$ cat src/rtl/pipe_ctrl.sv
`default_nettype none
// ============================================================================
//  Module   : pipe_ctrl
//  Purpose  : Control block for a three-stage IF/ID/EXE pipeline. Produces
//             the fetch PC, the stage-register load enables and the stage
//             valid bits. Also handles taken-branch flushes, EXE-result
//             forwarding selects, single-step gating and a count of
//             retired instructions.
//  Ports    : clk, nReset           - clock, asynchronous active-low reset
//             exe_busy              - multi-cycle EXE op stalls the pipe
//             exe_br_taken/target   - branch resolved in EXE
//             exe_we/exe_rd         - EXE register write
//             id_rs1/id_rs2         - ID source registers
//             step_mode/step_req    - single-step control
//             pc, if_id_en, id_exe_en, id_valid, exe_valid,
//             fwd_a, fwd_b, retired, state - outputs
//  Revision : 1.0 - initial release
// ============================================================================
module pipe_ctrl #(
    parameter int WORD_LEN     = 16,
    parameter int REG_ADDR_LEN = 3,
    parameter int RESET_PC     = 0,
    parameter int PC_STEP      = 1,
    parameter int CNT_W        = 16,
    parameter int ZERO_REG     = 1
) (
    input  logic                    clk,
    input  logic                    nReset,
    input  logic                    exe_busy,
    input  logic                    exe_br_taken,
    input  logic [WORD_LEN-1:0]     exe_br_target,
    input  logic                    exe_we,
    input  logic [REG_ADDR_LEN-1:0] exe_rd,
    input  logic [REG_ADDR_LEN-1:0] id_rs1,
    input  logic [REG_ADDR_LEN-1:0] id_rs2,
    input  logic                    step_mode,
    input  logic                    step_req,
    output logic [WORD_LEN-1:0]     pc,
    output logic                    if_id_en,
    output logic                    id_exe_en,
    output logic                    id_valid,
    output logic                    exe_valid,
    output logic                    fwd_a,
    output logic                    fwd_b,
    output logic [CNT_W-1:0]        retired,
    output logic [1:0]              state
);

    typedef enum logic [1:0] {
        ST_RUN  = 2'd0,
        ST_STEP = 2'd1,
        ST_BUSY = 2'd2
    } state_t;

    localparam logic [WORD_LEN-1:0] c_RESET_PC = WORD_LEN'(RESET_PC);
    localparam logic [WORD_LEN-1:0] c_PC_STEP  = WORD_LEN'(PC_STEP);
    localparam logic                c_ZERO_REG = (ZERO_REG != 0);

    logic [WORD_LEN-1:0] r_pc;
    logic                r_id_valid;
    logic                r_exe_valid;
    logic [CNT_W-1:0]    r_retired;
    logic                r_step_req_q;
    state_t              r_state;

    logic w_step_edge;
    logic w_advance;
    logic w_branch;
    logic w_rd_zero;

    // A step request is a rising edge of the level input. A request held high
    // yields a single advance. An edge that lands while EXE is busy is lost,
    // because the delayed copy is updated every cycle regardless of advance.
    assign w_step_edge = step_req & ~r_step_req_q;
    assign w_advance   = ~exe_busy & (~step_mode | w_step_edge);
    // A branch flag on a bubble carries no meaning, so it is qualified by the
    // EXE valid bit.
    assign w_branch    = r_exe_valid & exe_br_taken;
    assign w_rd_zero   = c_ZERO_REG & (exe_rd == '0);

    assign if_id_en  = w_advance;
    assign id_exe_en = w_advance;

    assign fwd_a = r_exe_valid & exe_we & (exe_rd == id_rs1) & ~w_rd_zero;
    assign fwd_b = r_exe_valid & exe_we & (exe_rd == id_rs2) & ~w_rd_zero;

    assign pc        = r_pc;
    assign id_valid  = r_id_valid;
    assign exe_valid = r_exe_valid;
    assign retired   = r_retired;
    assign state     = r_state;

    always_ff @(posedge clk or negedge nReset) begin
        if (!nReset) begin
            r_pc         <= c_RESET_PC;
            r_id_valid   <= 1'b0;
            r_exe_valid  <= 1'b0;
            r_retired    <= '0;
            r_step_req_q <= 1'b0;
            r_state      <= ST_RUN;
        end else begin
            r_step_req_q <= step_req;

            if (exe_busy) begin
                r_state <= ST_BUSY;
            end else if (step_mode) begin
                r_state <= ST_STEP;
            end else begin
                r_state <= ST_RUN;
            end

            // With no advance, everything holds. A branch that is pending
            // behind a busy EXE waits for the first cycle that advances.
            if (w_advance) begin
                if (r_exe_valid) begin
                    r_retired <= r_retired + 1'b1;
                end
                if (w_branch) begin
                    // Flush the two younger instructions fetched on the
                    // wrong path.
                    r_pc        <= exe_br_target;
                    r_id_valid  <= 1'b0;
                    r_exe_valid <= 1'b0;
                end else begin
                    r_pc        <= r_pc + c_PC_STEP;
                    r_id_valid  <= 1'b1;
                    r_exe_valid <= r_id_valid;
                end
            end
        end
    end

endmodule
`default_nettype wire

$ cat config.mk
export PLATFORM = sky130hd
export DESIGN_NAME = pipe_ctrl
export DESIGN_NICKNAME = d
export VERILOG_FILES = /design/src/rtl/pipe_ctrl.sv
export SDC_FILE = /design/constraint.sdc
export NUM_CORES = 1
export LEC_CHECK = 0
export BUFFER_PORTS_ARGS = -buffer_cell sky130_fd_sc_hd__buf_4
export CAP_MARGIN = 20
export CORE_MARGIN = 1
export CORE_UTILIZATION = 54
export DETAILED_ROUTE_END_ITERATION = 10
export GPL_TIMING_DRIVEN = 0
export PLACE_DENSITY = 0.88
export SYNTH_ARGS = -nofsm -noshare
export SYNTH_HDL_FRONTEND = slang
export SYNTH_SLANG_ARGS = --single-unit
$ cat constraint.sdc
create_clock -name clk -period 4.3 [get_ports clk]
set_clock_uncertainty 0.05 [all_clocks]
set_input_delay 0.86 -clock clk [delete_from_list [all_inputs] [get_ports clk]]
set_output_delay 0.86 -clock clk [all_outputs]
set_load 0.01 [all_outputs]
==> impl_metrics.env <==
export IMPL_fill_cells=277
export IMPL_dp_cells=335
export IMPL_wl_um=5070
export IMPL_ctsHoldBuffers=0
export IMPL_routabilityCongestion=0.852
export IMPL_coreArea_um2=3690
export IMPL_relSlewSlack_pct=67.3
export IMPL_synth_top_area_cell="dfrtp_1"
export IMPL_ys_types=46
export IMPL_syn_to_final_growth_pct=32.9
export IMPL_max_cap_violations=0
export IMPL_critPathArrivalTime_ns=2.01
export IMPL_async_flop_share_pct=100
export IMPL_hold_violations=0
export IMPL_finalCritPeriodShare_pct=68.0
export IMPL_start_util_pct=56.4
export IMPL_dominantRegCellSynth="dfrtp_1"
export IMPL_dpl_cell_area_um2=2670
export IMPL_netlist_area_um2=2080
export IMPL_critical_path_required_ns=3.39
export IMPL_min_path_type="register to register"
export IMPL_path_clk_slew_ns=0.08
export IMPL_cts_tree="yes"
export IMPL_synthesis_instances=216
export IMPL_synthesis_nets=250
export IMPL_wl_per_cell_um=14.8
export IMPL_drtIter0Drc=127
export IMPL_synth_area_top_cells="dfrtp_1 45%, xnor2_1 5.9%, nand2_1 4.2%, a21oi_1 4.1%, nand4_1 3.9%"
export IMPL_grt_pass1_wl_um=8400
export IMPL_grt_pass1_vias=1831
export IMPL_fin_ws_ns=1.38
export IMPL_fin_hold_ws_ns=0.441
export IMPL_power_density_nw_per_um2=465
export IMPL_io_buffers=71
export IMPL_drt_vias_per_instance=5.83
export IMPL_finalSetupViolCount=0
export IMPL_clock_sinks=37
export IMPL_instances_no_fill=343
export IMPL_clockBufferDepth=2
export IMPL_grt_overflow_total=0
export IMPL_synth_most_common_cell="dfrtp_1"
export IMPL_ys_warn_count=0
export IMPL_track_usage_pct=26.6
export IMPL_rsz0062_at_grt="false"
export IMPL_htreeDepth=2
export IMPL_path_common_cell="buf_4"
export IMPL_cpPeakStageDelay_ns=0.25
export IMPL_postCtsSetupRepairBufs=0
export IMPL_p_leak_nw=1.29
export IMPL_firstDrtPassIters=4
export IMPL_cp_start_kind="input port"
export IMPL_yosysSeqAreaShare_pct=44.5
export IMPL_die_h_um=64.1
export IMPL_dp_slack_ns=1.39
export IMPL_fp_row_count=22
export IMPL_worstPathCellList="buf_4 > nand2b_4 > a21o_1 > buf_2 > inv_1 > buf_2 > buf_4 > buf_4"
export IMPL_finish_instance_area_um2=2760
export IMPL_ios=72
export IMPL_n_antenna_cell=0
export IMPL_drcViolationCount=0
export IMPL_insertion_delay_ns=0.29
export IMPL_cts_root_buf="clkbuf_8"
export IMPL_dieArea_um2=4100
export IMPL_cts_buffers=5
export IMPL_drive_gt1_share_pct=33.6
export IMPL_synth_seq_cells=37
export IMPL_synth_area_per_cell_um2=9.63
export IMPL_synth_edff_count=0
export IMPL_synth_top_cell_area_share_pct=44.5
export IMPL_dp_hpwl_um=3630
export IMPL_fmax_mhz=342
export IMPL_ant_nets=0
export IMPL_period_minus_slack_ns=2.92
export IMPL_ir_drop_uv=392
export IMPL_finalSetupTns_ns=0
export IMPL_cp_end_kind="primary output"
export IMPL_crit_type="input port to primary output"
export IMPL_drv_slew=0
export IMPL_cp_max_fo=11
export IMPL_cts_resized_gates=0
export IMPL_synthTopCellsByCount="37 x dfrtp_1, 23 x nand2_1, 17 x a21oi_1, 14 x xnor2_1, 13 x nand4_1"
export IMPL_die_x_um=64.1
export IMPL_nets=328
export IMPL_worst_slew_pin_slew_ns=0.490
export IMPL_status="finished, final reports clean"
export IMPL_grt_max_degree=38
export IMPL_antenna_found_initial=0
export IMPL_num_vias=1998
export IMPL_slowest_stage="buf_2"
## final cells by class
type / instances / area [µm²] / area share [%]
Buffer: 12 / 57.6 / 2.08
Clock buffer: 5 / 68.8 / 2.49
Clock inverter: 3 / 22.5 / 0.815
Inverter: 4 / 15.0 / 0.543
Multi-Input combinational cell: 163 / 1080 / 39.1
Sequential cell: 37 / 926 / 33.5
Tap cell: 48 / 60.1 / 2.17
Timing Repair Buffer: 71 / 533 / 19.3
## worst paths after layout
path	start	endpoint	slack, ns	depth (start not counted)
max reg2reg	exe_valid	pc[14]	2.48	5
min in group asynchronous	nReset	pc[3]	0.46	1
min reg2reg	retired[15]	retired[15]	0.44	1
max	step_req	if_id_en	1.38	8
min	retired[15]	retired[15]	0.44	1
max in group asynchronous	nReset	pc[13]	3.41	1
## where the power goes
part           switching [mW]  internal [mW]
logic                   0.229          0.243
registers               0.136          0.432
clock network           0.131          0.115
total                   0.497          0.789
## placed cells by master (no fill, tap or decap), types with 3 or more instances in the layout
cell type	instances
nand4_1	13
nand2_1	23
a31oi_1	3
a21oi_1	17
nor3_1	3
and4_1	4
and3_1	5
clkbuf_8	5
dfrtp_1	37
xnor2_1	14
a2bb2oi_1	5
inv_1	4
buf_4	72
nor2_1	10
and2_1	3
xor2_1	5
nand3_1	12
buf_2	7
o21ai_0	9
clkbuf_1	4
## registers in the layout (all words and copies together), names as in the netlist
name,cells
exe_valid,1
id_valid,1
pc,16
r_step_req_q,1
retired,16
state,2
## per-stage QoR
step / utilization, % / power (mW)
6_report: 74.9 / 1.29
2_1_floorplan: - / 0.802
3_3_place_gp: 72.5 / 1.02
3_5_place_dp: 72.5 / 1.04
4_1_cts: 74.9 / 1.29
5_1_grt: 74.9 / 1.37
## critical path, delay by kind of cell
kind / cells / cell delay, ns
buffers and inverters: 6 / 0.88
and+or+nand+nor: 1 / 0.09
AOI/OAI and AO/OA: 1 / 0.18
## cell families (layout without fill, tap and decap cells)
| logic type | Yosys count | after routing | synth area share, % |
|---|---|---|---|
| fa+ha+maj | 2 | 2 | 1.20 |
| mux | 3 | 3 | 1.50 |
| simple gates | 84 | 84 | 22.1 |
| flops | 37 | 37 | 44.5 |
| xor+xnor | 19 | 19 | 8.00 |
| buf+inv | 16 | 95 | 3.49 |
| compound gates | 55 | 55 | 19.2 |
## layer usage
layer | part of all wire (%) | GRT usage (%) | vias up
met5 | 0 | 0 | -
met4 | 2.6 | 9.66 | 0
met3 | 7.5 | 6.79 | 15
met2 | 47 | 42.8 | 85
met1 | 43 | 34.6 | 945
li1 | - | - | 953
No activity file was read; power rests on OpenSTA's default activity.
